[src/rtl/seq_detect_param.sv]
// seq_detect_param
// Runtime-programmable serial pattern detector. A pattern of 1..MAX_LEN bits
// is loaded with cfg_load; the block then watches inp_bit (qualified by
// inp_valid) and pulses seq_seen for one cycle per match. Matches can be
// overlapping or non-overlapping, and are tallied in a saturating counter.

module seq_detect_param #(
    parameter int MAX_LEN = 8,
    parameter int LEN_W   = 4,
    parameter int CNT_W   = 8
) (
    input  logic               clk,
    input  logic               reset,
    input  logic               cfg_load,
    input  logic [MAX_LEN-1:0] cfg_pattern,
    input  logic [LEN_W-1:0]   cfg_len,
    input  logic               cfg_overlap,
    input  logic               inp_valid,
    input  logic               inp_bit,
    input  logic               count_clr,
    output logic               seq_seen,
    output logic [CNT_W-1:0]   match_count,
    output logic               cfg_err
);

    localparam logic [LEN_W-1:0] LEN_MAX = LEN_W'(MAX_LEN);

    typedef enum logic {
        UNCFG = 1'b0,
        RUN   = 1'b1
    } state_t;

    state_t             state_q, state_d;
    logic [MAX_LEN-1:0] hist_q, hist_d;
    logic [LEN_W-1:0]   fill_q, fill_d;
    logic [MAX_LEN-1:0] pattern_q, pattern_d;
    logic [LEN_W-1:0]   len_q, len_d;
    logic               overlap_q, overlap_d;
    logic               seq_seen_d;
    logic [CNT_W-1:0]   match_count_d;
    logic               cfg_err_d;

    // Detection datapath signals
    logic               cfg_ok;
    logic               accept;
    logic [MAX_LEN-1:0] hist_n;
    logic [LEN_W-1:0]   fill_n;
    logic [MAX_LEN-1:0] len_mask;
    logic               match;
    logic [CNT_W-1:0]   count_base;

    // Candidate history/fill, length mask and match decision for the current bit
    always_comb begin
        cfg_ok   = (cfg_len != '0) && (cfg_len <= LEN_MAX);
        accept   = (state_q == RUN) && inp_valid && !cfg_load;
        hist_n   = {hist_q[MAX_LEN-2:0], inp_bit};
        fill_n   = (fill_q == LEN_MAX) ? fill_q : fill_q + LEN_W'(1);
        len_mask = '0;
        for (int unsigned i = 0; i < MAX_LEN; i++) begin
            len_mask[i] = (LEN_W'(i) < len_q);
        end
        match = accept && (fill_n >= len_q) &&
                (((hist_n ^ pattern_q) & len_mask) == '0);
    end

    // Next-state logic: configuration load, detection update and counter
    always_comb begin
        state_d       = state_q;
        hist_d        = hist_q;
        fill_d        = fill_q;
        pattern_d     = pattern_q;
        len_d         = len_q;
        overlap_d     = overlap_q;
        cfg_err_d     = cfg_err;
        seq_seen_d    = 1'b0;
        match_count_d = match_count;
        count_base    = match_count;

        if (cfg_load) begin
            // A load always restarts history; an invalid length also drops
            // the previous configuration so no stale pattern can match.
            hist_d = '0;
            fill_d = '0;
            if (cfg_ok) begin
                state_d   = RUN;
                pattern_d = cfg_pattern;
                len_d     = cfg_len;
                overlap_d = cfg_overlap;
                cfg_err_d = 1'b0;
            end else begin
                state_d   = UNCFG;
                pattern_d = '0;
                len_d     = '0;
                overlap_d = 1'b0;
                cfg_err_d = 1'b1;
            end
        end else if (accept) begin
            seq_seen_d = match;
            if (match && !overlap_q) begin
                hist_d = '0;
                fill_d = '0;
            end else begin
                hist_d = hist_n;
                fill_d = fill_n;
            end
        end

        // Clear takes effect before a same-cycle match is counted
        count_base = count_clr ? '0 : match_count;
        if (match && (count_base != '1)) begin
            match_count_d = count_base + CNT_W'(1);
        end else begin
            match_count_d = count_base;
        end
    end

    // State and output registers with synchronous reset
    always_ff @(posedge clk) begin
        if (reset) begin
            state_q     <= UNCFG;
            hist_q      <= '0;
            fill_q      <= '0;
            pattern_q   <= '0;
            len_q       <= '0;
            overlap_q   <= 1'b0;
            seq_seen    <= 1'b0;
            match_count <= '0;
            cfg_err     <= 1'b0;
        end else begin
            state_q     <= state_d;
            hist_q      <= hist_d;
            fill_q      <= fill_d;
            pattern_q   <= pattern_d;
            len_q       <= len_d;
            overlap_q   <= overlap_d;
            seq_seen    <= seq_seen_d;
            match_count <= match_count_d;
            cfg_err     <= cfg_err_d;
        end
    end

endmodule

[config.mk]
export PLATFORM = sky130hd
export DESIGN_NAME = seq_detect_param
export DESIGN_NICKNAME = d
export VERILOG_FILES = /design/src/rtl/seq_detect_param.sv
export SDC_FILE = /design/constraint.sdc
export NUM_CORES = 1
export LEC_CHECK = 0
export BUFFER_PORTS_ARGS = -buffer_cell sky130_fd_sc_hd__buf_4
export CAP_MARGIN = 20
export CORE_ASPECT_RATIO = 0.6
export CORE_MARGIN = 2
export CORE_UTILIZATION = 51
export CTS_BUF_LIST = sky130_fd_sc_hd__clkbuf_4
export CTS_CLUSTER_DIAMETER = 100
export DETAILED_ROUTE_END_ITERATION = 8
export PLACE_DENSITY = 0.78
export REMOVE_ABC_BUFFERS = 1
export SLEW_MARGIN = 40
export SYNTH_ARGS = -nofsm -noshare
export SYNTH_HDL_FRONTEND = slang
export SYNTH_SLANG_ARGS = --single-unit
[constraint.sdc]
create_clock -name clk -period 3.4 [get_ports clk]
set_input_delay 1.02 -clock clk [delete_from_list [all_inputs] [get_ports clk]]
set_output_delay 1.02 -clock clk [all_outputs]
set_load 0.02 [all_outputs]
==> impl_metrics.toml <==
[pwr]
ir_drop_mv = 0.233
p_leak_nw = 0.794
powerDensity_nw_per_um2 = 358
fin_total_pwr_mw = 0.732

[timing]
tns_ns = 0
finalCritPeriodShare = 0.872
slew-limit-headroom = 0.567
period_minus_slack_ns = 2.96
setup_ws_ns = 0.437
tightest_slew_ns = 0.647
rsz0062_at_grt = "no"
setup_violations = 0
hold_viol = 0
timing.fmax_mhz = 337
skew_ns = 0.00851
slew_viol_final = 0

[min_path]
min_path_type = "flop to flop"
hold_depth = 2

[critical_path]
r2r_slack_ns = 0.44
r2r_cells = 9
path_class = "flop to flop"
critPathCaptureType = "flop"
cp_max_fo = 11
start_kind = "flop"
critical_path_required_ns = 3.63
crit_arrival_ns = 3.19

[clock_network]
cts_setup_buffers = 0
cts_sinks = 35
clock_path_buffers = 2
clk_latency_ns = 0.33
cts_tree = "done"
h-tree-depth = 2
cts-root-buf = "clkbuf_4"
clkTransAtPathRegs_ns = 0.10
ctsHoldBuffers = 0
cts_buffers = 5
cts_resized = 0

[logic_synthesis]
netlist_top_cells_area = "dfxtp_1 39%, a32o_1 6.1%, xnor2_1 5.4%"
syn_inst = 187
syn-cell-area_um2 = 1800
synth-seq-area-share = 0.390
async_flop_share = 0
yosysWarningCount = 0
yosys.area.top_type = "dfxtp_1"
synthFlopType = "dfxtp_1"
synth_top_cell_area_share = 0.390
synthDistinctLibCells = 50
synth_seq_cells = 35
synth-edff-count = 0
syn_area_per_cell_um2 = 9.60

[final_layout]
nFillCells = 302
area_delta_synth_final_pct = 13.9
drive_gt1_frac = 0.188
antenna_cells = 0
fin_nets = 238

[run]
drv_cap = 0

[global_routing]
grt_pass1_vias = 1523
grt_start_max_net_pins = 18
antenna_found_initial = 0
grt_pass1_wl_mm = 7.45
gr-total-overflow = 0
grt_use_total = 0.246

[detailed_routing]
antenna_left = 0
dr_total_vias = 1556
wl_mm = 4.43
avgViaCountPerCell = 6.03
drc_errors = 0
dr.first_iter.drc_count = 192
wl_per_cell_um = 17.2
dr.pass1.iters = 4

[placement]
place_congestion = 0.930
dpl_worst_slack_ns = 0.522
dpl.hpwl_mm = 3.32
port_buffers = 28

[floorplanning]
dieArea_um2 = 4030
die_y_um = 50.0
num_rows = 16
initial_core_util = 0.544
ios = 29
floorplan.die.width_um = 80.6
core_um2 = 3300

[status]
status = "complete, no violations"
layout make-up:
class | count | area (µm²) | area share
clock buffer | 6 | 45.0 | 0.0220
clock inverter | 2 | 7.51 | 0.00367
inverter | 9 | 33.8 | 0.0165
multi-input combinational | 132 | 985 | 0.481
sequential | 35 | 701 | 0.343
tap | 45 | 56.3 | 0.0275
timing repair buffer | 29 | 218 | 0.106
flip-flops by register name (all words and copies together) (netlist names):
name	count
hist_q	7
seq_seen	1
pattern_q	8
match_count	8
len_q	4
overlap_q	1
cfg_err	1
state_q	1
fill_q	4
power by group:
group | leakage [nW] | switching (mW) | internal, mW
logic | 0.480 | 0.0482 | 0.0388
clock network | 0.0307 | 0.133 | 0.0846
registers | 0.284 | 0.00885 | 0.418
total | 0.794 | 0.190 | 0.542
cells in the mapped netlist (2+ instances only):
master,instances
clkbuf_1,5
nor2b_1,3
and3_1,2
nor3_1,6
xnor2_1,11
inv_1,9
ha_1,7
a21o_1,3
and2_1,2
buf_6,5
nand2_1,10
nand2b_1,3
mux2i_1,4
a31oi_1,2
a32o_1,11
o31ai_1,2
nand3_1,10
nand4_1,3
nand3b_1,2
o22ai_1,2
dfxtp_1,35
nor2_1,4
a22o_1,10
a21oi_1,8
nor4_1,3
path summary, 6_finish.rpt:
check / start / endpoint
worst max-delay path: fill_q[0] / fill_q[3]
worst min-delay path: state_q / state_q
worst max register to register: fill_q[0] / fill_q[3]
worst min register to register: state_q / state_q
metrics by stage:
step | cells | cell area (µm²) | util | hold slack, ns
global placement | 250 | 1990 | 0.603 | 0.455
detailed placement | 250 | 1990 | 0.603 | 0.467
global route | 258 | 2050 | 0.619 | 0.495
finish | 258 | 2050 | 0.619 | 0.479
CTS | 258 | 2040 | 0.619 | 0.481
floorplan | 176 | 1720 | - | 0.439
layer usage:
metal / vias to the layer above / global-route usage / share of wire
li1: 763 / - / -
met1: 737 / 0.352 / 0.49
met2: 52 / 0.339 / 0.43
met3: 4 / 0.0788 / 0.070
met4: 0 / 0.0932 / 0.0095
met5: - / 0 / 0
logic make-up (layout without fill, tap and decap cells):
| family | Yosys count | in the layout | synth area share |
|---|---|---|---|
| simple gates | 58 | 58 | 0.187 |
| buf+inv | 20 | 46 | 0.0627 |
| flops | 35 | 35 | 0.390 |
| mux | 4 | 4 | 0.0223 |
| compound gates | 51 | 51 | 0.230 |
| xor+xnor | 12 | 12 | 0.0585 |
| fa+ha+maj | 7 | 7 | 0.0488 |
cell usage in the layout, fill, tap and decap left out, drive strengths merged, types with 3 or more instances in the layout:
cell type,synthesis,routed
clkbuf,5,6
a21oi,8,8
nand4,3,3
nor3,6,6
nor4,4,4
nand2,10,10
mux2i,4,4
dfxtp,35,35
nor2b,3,3
a32o,11,11
a21o,3,3
nand3,10,10
inv,9,9
ha,7,7
nor2,5,5
a22o,10,10
nand2b,3,3
buf,6,29
xnor2,11,11
critical path, stage by stage, from the launching register on:
cell     delay (ns)
dfxtp_1        0.44
inv_1          0.11
ha_1           0.21
and3b_1        0.21
nor2_1         0.21
ha_1           0.20
o21ai_0        0.10
a221o_1        0.48
or4_4          0.60
a32o_1         0.28
No activity file was read; power rests on OpenSTA's default activity.
